## src/rtl/bus_arbiter.sv

```systemverilog
// Two-master round-robin arbiter for the shared memory bus: one s_start per
// transaction, completion routed to the owner. Optional WAIT timeout via BUS_ARB_TIMEOUT_EN.
module bus_arbiter #(
    parameter int ADDR_W  = 32,
    parameter int DATA_W  = 32,
    parameter int TIMEOUT = 255
) (
    input  logic              clk,
    input  logic              rst,
    input  logic              m0_req,
    input  logic              m0_mode,
    input  logic [ADDR_W-1:0] m0_addr,
    input  logic [DATA_W-1:0] m0_wdata,
    input  logic              m1_req,
    input  logic              m1_mode,
    input  logic [ADDR_W-1:0] m1_addr,
    input  logic [DATA_W-1:0] m1_wdata,
    output logic              m0_gnt,
    output logic              m0_done,
    output logic              m0_err,
    output logic              m1_gnt,
    output logic              m1_done,
    output logic              m1_err,
    output logic [DATA_W-1:0] m_rdata,
    output logic              s_start,
    output logic              s_mode,
    output logic [ADDR_W-1:0] s_addr,
    output logic [DATA_W-1:0] s_wdata,
    input  logic [DATA_W-1:0] s_rdata,
    input  logic              s_rdata_valid,
    input  logic              s_write_done,
    output logic              busy
);

    typedef enum logic [1:0] {
        IDLE    = 2'd0,
        ISSUE   = 2'd1,
        WAIT    = 2'd2,
        RELEASE = 2'd3
    } state_e;

    state_e state_q, state_d;
    logic   owner_q, owner_d;
    logic   last_q, last_d;

    logic              own_mode;
    logic [ADDR_W-1:0] own_addr;
    logic [DATA_W-1:0] own_wdata;
    logic              own_phase;
    logic              cmpl;
    logic              to_hit;
    logic              fin;

    assign own_mode  = owner_q ? m1_mode  : m0_mode;
    assign own_addr  = owner_q ? m1_addr  : m0_addr;
    assign own_wdata = owner_q ? m1_wdata : m0_wdata;
    assign own_phase = (state_q == ISSUE) || (state_q == WAIT);

    // Only the completion type matching the owner's mode counts; the other is ignored.
    assign cmpl = (state_q == WAIT) && (own_mode ? s_write_done : s_rdata_valid);
    assign fin  = cmpl || to_hit;

`ifdef BUS_ARB_TIMEOUT_EN
    logic [15:0] cnt_q, cnt_d;

    always_ff @(posedge clk or posedge rst) begin
        if (rst) cnt_q <= '0;
        else     cnt_q <= cnt_d;
    end

    always_comb begin
        cnt_d = cnt_q;
        if (state_q == ISSUE)     cnt_d = '0;
        else if (state_q == WAIT) cnt_d = cnt_q + 16'd1;
    end

    // Fires in the TIMEOUT-th WAIT cycle; a completion in that same cycle wins.
    assign to_hit = (state_q == WAIT) && !cmpl && (cnt_q == 16'(TIMEOUT - 1));
`else
    assign to_hit = 1'b0;
`endif

    always_ff @(posedge clk or posedge rst) begin
        if (rst) begin
            state_q <= IDLE;
            owner_q <= 1'b0;
            last_q  <= 1'b1;
        end else begin
            state_q <= state_d;
            owner_q <= owner_d;
            last_q  <= last_d;
        end
    end

    always_comb begin
        state_d = state_q;
        owner_d = owner_q;
        last_d  = last_q;
        unique case (state_q)
            IDLE: begin
                if (m0_req || m1_req) begin
                    state_d = ISSUE;
                    owner_d = (m0_req && m1_req) ? ~last_q : m1_req;
                end
            end
            ISSUE: begin
                last_d  = owner_q;
                state_d = WAIT;
            end
            WAIT: begin
                if (fin) state_d = RELEASE;
            end
            RELEASE: state_d = IDLE;
            default: state_d = IDLE;
        endcase
    end

    always_comb begin
        m0_gnt  = 1'b0;
        m1_gnt  = 1'b0;
        m0_done = 1'b0;
        m1_done = 1'b0;
        m0_err  = 1'b0;
        m1_err  = 1'b0;
        s_start = 1'b0;
        s_mode  = 1'b0;
        s_addr  = '0;
        s_wdata = '0;
        busy    = (state_q != IDLE);
        m_rdata = s_rdata;
        if (own_phase) begin
            m0_gnt  = ~owner_q;
            m1_gnt  = owner_q;
            s_mode  = own_mode;
            s_addr  = own_addr;
            s_wdata = own_wdata;
        end
        s_start = (state_q == ISSUE);
        if (fin) begin
            m0_done = ~owner_q;
            m1_done = owner_q;
            m0_err  = to_hit & ~owner_q;
            m1_err  = to_hit & owner_q;
        end
    end

`ifndef SYNTHESIS
    a_gnt_excl  : assert property (@(posedge clk) disable iff (rst) !(m0_gnt && m1_gnt));
    a_done_excl : assert property (@(posedge clk) disable iff (rst) !(m0_done && m1_done));
    a_start_1c  : assert property (@(posedge clk) disable iff (rst) s_start |=> !s_start);
    a_err0_done : assert property (@(posedge clk) disable iff (rst) m0_err |-> m0_done);
    a_err1_done : assert property (@(posedge clk) disable iff (rst) m1_err |-> m1_done);
`endif

endmodule

```

## config.mk

```make
export PLATFORM = sky130hd
export DESIGN_NAME = bus_arbiter
export DESIGN_NICKNAME = d
export VERILOG_FILES = /design/src/rtl/bus_arbiter.sv
export SDC_FILE = /design/constraint.sdc
export NUM_CORES = 1
export LEC_CHECK = 0
export ABC_AREA = 0
export CAP_MARGIN = 20
export CORE_AREA = 2 2 105 107
export DETAILED_ROUTE_END_ITERATION = 6
export DIE_AREA = 0 0 107 109
export HOLD_SLACK_MARGIN = 0.06
export PLACE_DENSITY = 0.75
export RECOVER_POWER = 100
export SLEW_MARGIN = 5
export SYNTH_ARGS = -nofsm -noshare
export SYNTH_HDL_FRONTEND = slang
export SYNTH_SLANG_ARGS = --single-unit
```

## constraint.sdc

```tcl
create_clock -name clk -period 1.55 [get_ports clk]
set_input_delay 0.155 -clock clk [delete_from_list [all_inputs] [get_ports clk]]
set_output_delay 0.155 -clock clk [all_outputs]
set_load 0.005 [all_outputs]
```

Word level (Yosys, flattened, before mapping)
Index checks and enable logic that the tools add are counted.
{ "totals": {"inputBits": 168, "out_inout_bits": 105, "regBits": 4} }
{ "op_classes": {"n_bitwise": 2, "n_reduce_logical": 8, "n_eq_ne": 5, "muxes": 15} }
{ "ops": {"columns": ["operator", "n"], "rows": [
  ["two-way mux 32 bit", 4],
  ["two-way mux 1 bit", 8],
  ["case mux 2 bit (4 select lines)", 1],
  ["== test 2 bit (second input constant)", 2],
  ["two-way mux 2 bit", 2],
  ["!= test 2 bit (second input constant)", 2],
  ["AND reduction 2 bit", 2],
  ["== test 2 x 1 -> 1 bit (second input constant)", 1],
  ["logical AND 1 bit", 2],
  ["logical NOT 2 bit", 1],
  ["logical OR 1 bit", 2],
  ["NOT 1 bit", 2],
  ["nonzero test 2 bit", 1]
]} }

Depth between registers and ports, before layout
{ "logic_depth": {"word_depth": 5, "mapped_depth": 5, "ltp_nobuf": 5} }

Least setup slack after synthesis
No wires, ideal clock.
{ "synth_path": {"kind": "reg-to-reg", "start": "register state_q[1]", "end": "register state_q[1]", "path_slack_ns": 0.023, "synth_period_minus_slack_ns": 1.527, "n_path_buf": 0, "stages_incl_launch_ff": 5, "arrival_ns": 1.401, "t_required_ns": 1.424, "cell_sequence": "dfrtp_1 > inv_1 > ha_1 > or3b_1 > a311o_1"} }
{ "synth_between": {"elab_chain_len": 4} }
{ "synth_rtl": {"columns": ["element", "line_no", "text"], "rows": [
  ["from (decl)", "42", "state_e state_q, state_d;"],
  ["from (signal assigned)", "89", "state_q <= state_d;"],
  ["== test 2 bit", "60, 99", null],
  ["logical AND 1 bit", "60", "assign cmpl = (state_q == WAIT) && (own_mode ? s_write_done : s_rdata_valid);"],
  ["!= test 2 bit (no line)", null, null],
  ["AND reduction 2 bit (no line)", null, null]
]} }
Parallel ways exist; a longest one is shown, timed or not.
A chain may end at the register's enable or synchronous reset.

Worst setup path after layout
{ "layout_path": {"start": "register state_q[0]", "end": "output s_wdata[23]"} }
{ "layout_between": {"elab_chain_len": 3} }
{ "layout_rtl": {"columns": ["element", "line_no", "text"], "rows": [
  ["== test 2 x 1 -> 1 bit or == test 2 bit (tied branches)", "57", "assign own_phase = (state_q == ISSUE) || (state_q == WAIT);"],
  ["logical OR 1 bit *", "57", null],
  ["two-way mux 32 bit *", "131", "if (own_phase) begin"],
  ["to (decl)", "28", "output logic [DATA_W-1:0] s_wdata,"]
]} }
Every way passes the cells marked *; elsewhere a longest branch is shown, timed or not.

==> impl_metrics.json <==
{
  "number_of_nets_in_the_final_layout": 587,
  "dp.final_hpwl_mm": 6.15,
  "synthCells": 213,
  "r2r_slack_ns": -0.09,
  "clock.fmax_mhz": 586,
  "combPwrFrac_pct": 95.0,
  "post_cts_clock_slew_at_the_launch_and_capture_registers_of_the_worst_setup_and_hold_paths_ns": 0.03,
  "vertical_die_dimension_um": 109,
  "synth_edf_count": 0,
  "grt_pass1_vias": 2303,
  "totalPowerFinal_mw": 9.25,
  "rsz0062_at_grt": "true",
  "fin_area_mm2": 0.00442,
  "grt.total_usage_pct": 13.6,
  "cell_internal_pwr_mw": 5.90,
  "cts_tree": "done",
  "clk_path_buf_depth": 2,
  "hold_class": "primary input to asynchronous set/reset pin",
  "antenna_found_initial": 0,
  "longest_individual_stage_delay_on_the_worst_path_ns": 0.37,
  "coreArea_mm2": 0.0106,
  "crit_path_top_delay_cell": "sky130_fd_sc_hd__dfrtp_1",
  "post_synth.cell_area_avg_um2": 8.07,
  "p_sw_mw": 3.35,
  "synth-async-reset-ratio_pct": 100,
  "final_hold_viol_count": 0,
  "post_drt_via_cell_ratio": 4.09,
  "path_delay_family": "buffers and inverters",
  "synth-warning-count": 0,
  "cts-htree-levels": 1,
  "cts.sink_count": 4,
  "pin_count": 273,
  "port_buffers": 206,
  "grt_start_max_net_pins": 20,
  "power_frac_seq_pct": 2.6,
  "routed_via_count": 2268,
  "worst_ep_arrival_time_ns": 1.55,
  "fin_skew_ns": 0.00394,
  "drt_first_iter_violations": 40,
  "initial_utilization_pct": 16.2,
  "post_synthesis_sequential_area_ratio_pct": 5.90,
  "number_of_max_cap_violations": 0,
  "flip_flop_cell_with_the_highest_count_after_synthesis": "sky130_fd_sc_hd__dfrtp_1",
  "placedInstanceArea_mm2": 0.00384,
  "synth-seq-cells": 4,
  "layout_common_cells": "sky130_fd_sc_hd__clkdlybuf4s50_1, sky130_fd_sc_hd__buf_2, sky130_fd_sc_hd__mux2i_1",
  "finalCritPeriodShare_pct": 110,
  "wire_per_inst_um": 15.9,
  "area_growth_syn_to_layout_pct": 157,
  "drive_above_1_share_pct": 44.3,
  "setup_ws_ns": -0.156,
  "cts.hold.buffers_added": 0,
  "finalWirelength_mm": 8.83,
  "drc_errors": 0,
  "yosysUniqueCellTypes": 23,
  "drt_pass1_iterations": 3,
  "num_rows": 38,
  "power.clock.fraction_pct": 2.5,
  "design.die.area_mm2": 0.0117,
  "cp_data_required_time_ns": 1.39,
  "switching_share_pct": 36.2,
  "ir_drop_uv": 866,
  "wire_length_of_the_first_global_routing_pass_mm": 12.3,
  "syn-cell-area_mm2": 0.00172,
  "clock_insertion_delay_worst_skew_ns": 0.22,
  "failing_checks": "negative setup slack",
  "mostFrequentLayoutCell": "sky130_fd_sc_hd__clkdlybuf4s50_1",
  "worstPathBufferInverterCount": 5,
  "critPathCaptureType": "output port",
  "run_status": "finished with violations",
  "cp_cell_sequence": "inv_2 > ha_4 > buf_8 > buf_12 > buf_16 > nor2b_1 > buf_2",
  "setup-violations-final": 67,
  "cts.root.buffer_cell": "sky130_fd_sc_hd__clkbuf_8",
  "cp-start-kind": "register",
  "p_leak_nw": 2.01,
  "power.density_cell_area_mw_per_mm2": 2090,
  "final_period_minus_worst_setup_slack_ns": 1.71,
  "final_max_slew_viol_count": 0,
  "r2r-start": "owner_q",
  "drtAntennaViolNets": 0,
  "gr-total-overflow": 0,
  "globalplace.congestion": 0.766,
  "cts-buffers-inserted": 3,
  "die_w_um": 107,
  "critPathMaxFanout": 5,
  "antennaDiodeCount": 0,
  "type_of_the_worst_setup_path": "register to output port",
  "crit_path_start": "state_q[0]"
}
[repair_timing]
item | CTS | global route
pin swaps | 2 | 2
resized for setup | 326 | 76
hold endpoints to repair | 0 | 0
buffers inserted | 16 | 4
endpoints found under the setup margin | 72 | 71
cloned | 9 | 0
[power groups by stage]
stage / combinational, mW / clock (mW) / sequential [mW]
after floorplan: 2.86 / 0 / 0.204
after global placement: 6.39 / 0 / 0.221
after detailed placement: 6.45 / 0 / 0.222
after CTS: 8.52 / 0.237 / 0.244
after global routing: 9.37 / 0.252 / 0.243
final: 8.79 / 0.230 / 0.236
[logic make-up (layout without fill, tap and decap cells)]
family          count (synthesis)  in the layout  share of synthesized area (%)
simple gates                   78             78                           28.0
mux                            70             70                           41.6
buf+inv                        53            254                           20.0
compound gates                  4              4                           2.11
flops                           4              4                           5.90
fa+ha+maj                       3              3                           2.19
other cells                     1              2                          0.218
[final cells by class]
cell class | instances | area (um^2)
inverter | 4 | 15.0
tap | 140 | 175
multi-input combinational | 157 | 1760
sequential | 4 | 105
timing repair buffer | 246 | 2320
fill | 1034 | 6180
clock buffer | 4 | 45.0
[metrics by stage]
stage / setup TNS (ns) / utilization, % / worst slack (ns) / hold slack (ns) / cells
after global routing: -9.59 / 41.7 / -0.221 / 0.294 / 555
after detailed placement: -16.51 / 36.2 / -0.308 / 0.310 / 530
after CTS: -9.37 / 39.9 / -0.264 / 0.132 / 559
after global placement: -14.92 / 36.2 / -0.278 / 0.310 / 530
after floorplan: 0 / - / 0.0231 / -0.0796 / 214
final: -4.98 / 41.7 / -0.156 / 0.263 / 555
[worst paths after layout]
kind / cells past startpoint / end
max in group asynchronous: 2 / last_q
worst max-delay path: 7 / s_wdata[23]
worst min-delay path: 2 / state_q[1]
worst max register to register: 6 / state_q[1]
min in group clk: 0 / m_rdata[10]
worst min register to register: 2 / owner_q
[registers in the layout, summed over array words and instances, names as in the netlist]
register  cells
owner_q       1
last_q        1
state_q       2
[synthesized netlist by cell type, drive strengths merged (2+ instances only)]
library cell / instances / area share (%)
nor2: 2 / 0.44
mux2i: 69 / 41
dfrtp: 3 / 4.4
clkbuf: 7 / 1.5
nand2: 3 / 0.66
ha: 3 / 2.2
nand3b: 2 / 0.87
nor2b: 68 / 25
buf: 42 / 18
inv: 4 / 0.87
[layer usage]
| metal | wire (um) | track usage, % | vias to the layer above |
|---|---|---|---|
| met5 | 0 | 0 | - |
| met4 | 74 | 1.95 | 0 |
| met3 | 749 | 3.35 | 10 |
| met2 | 4620 | 25.6 | 130 |
| met1 | 3380 | 16.0 | 1045 |
| li1 | - | - | 1083 |
(Power assumes the default switching activity.)
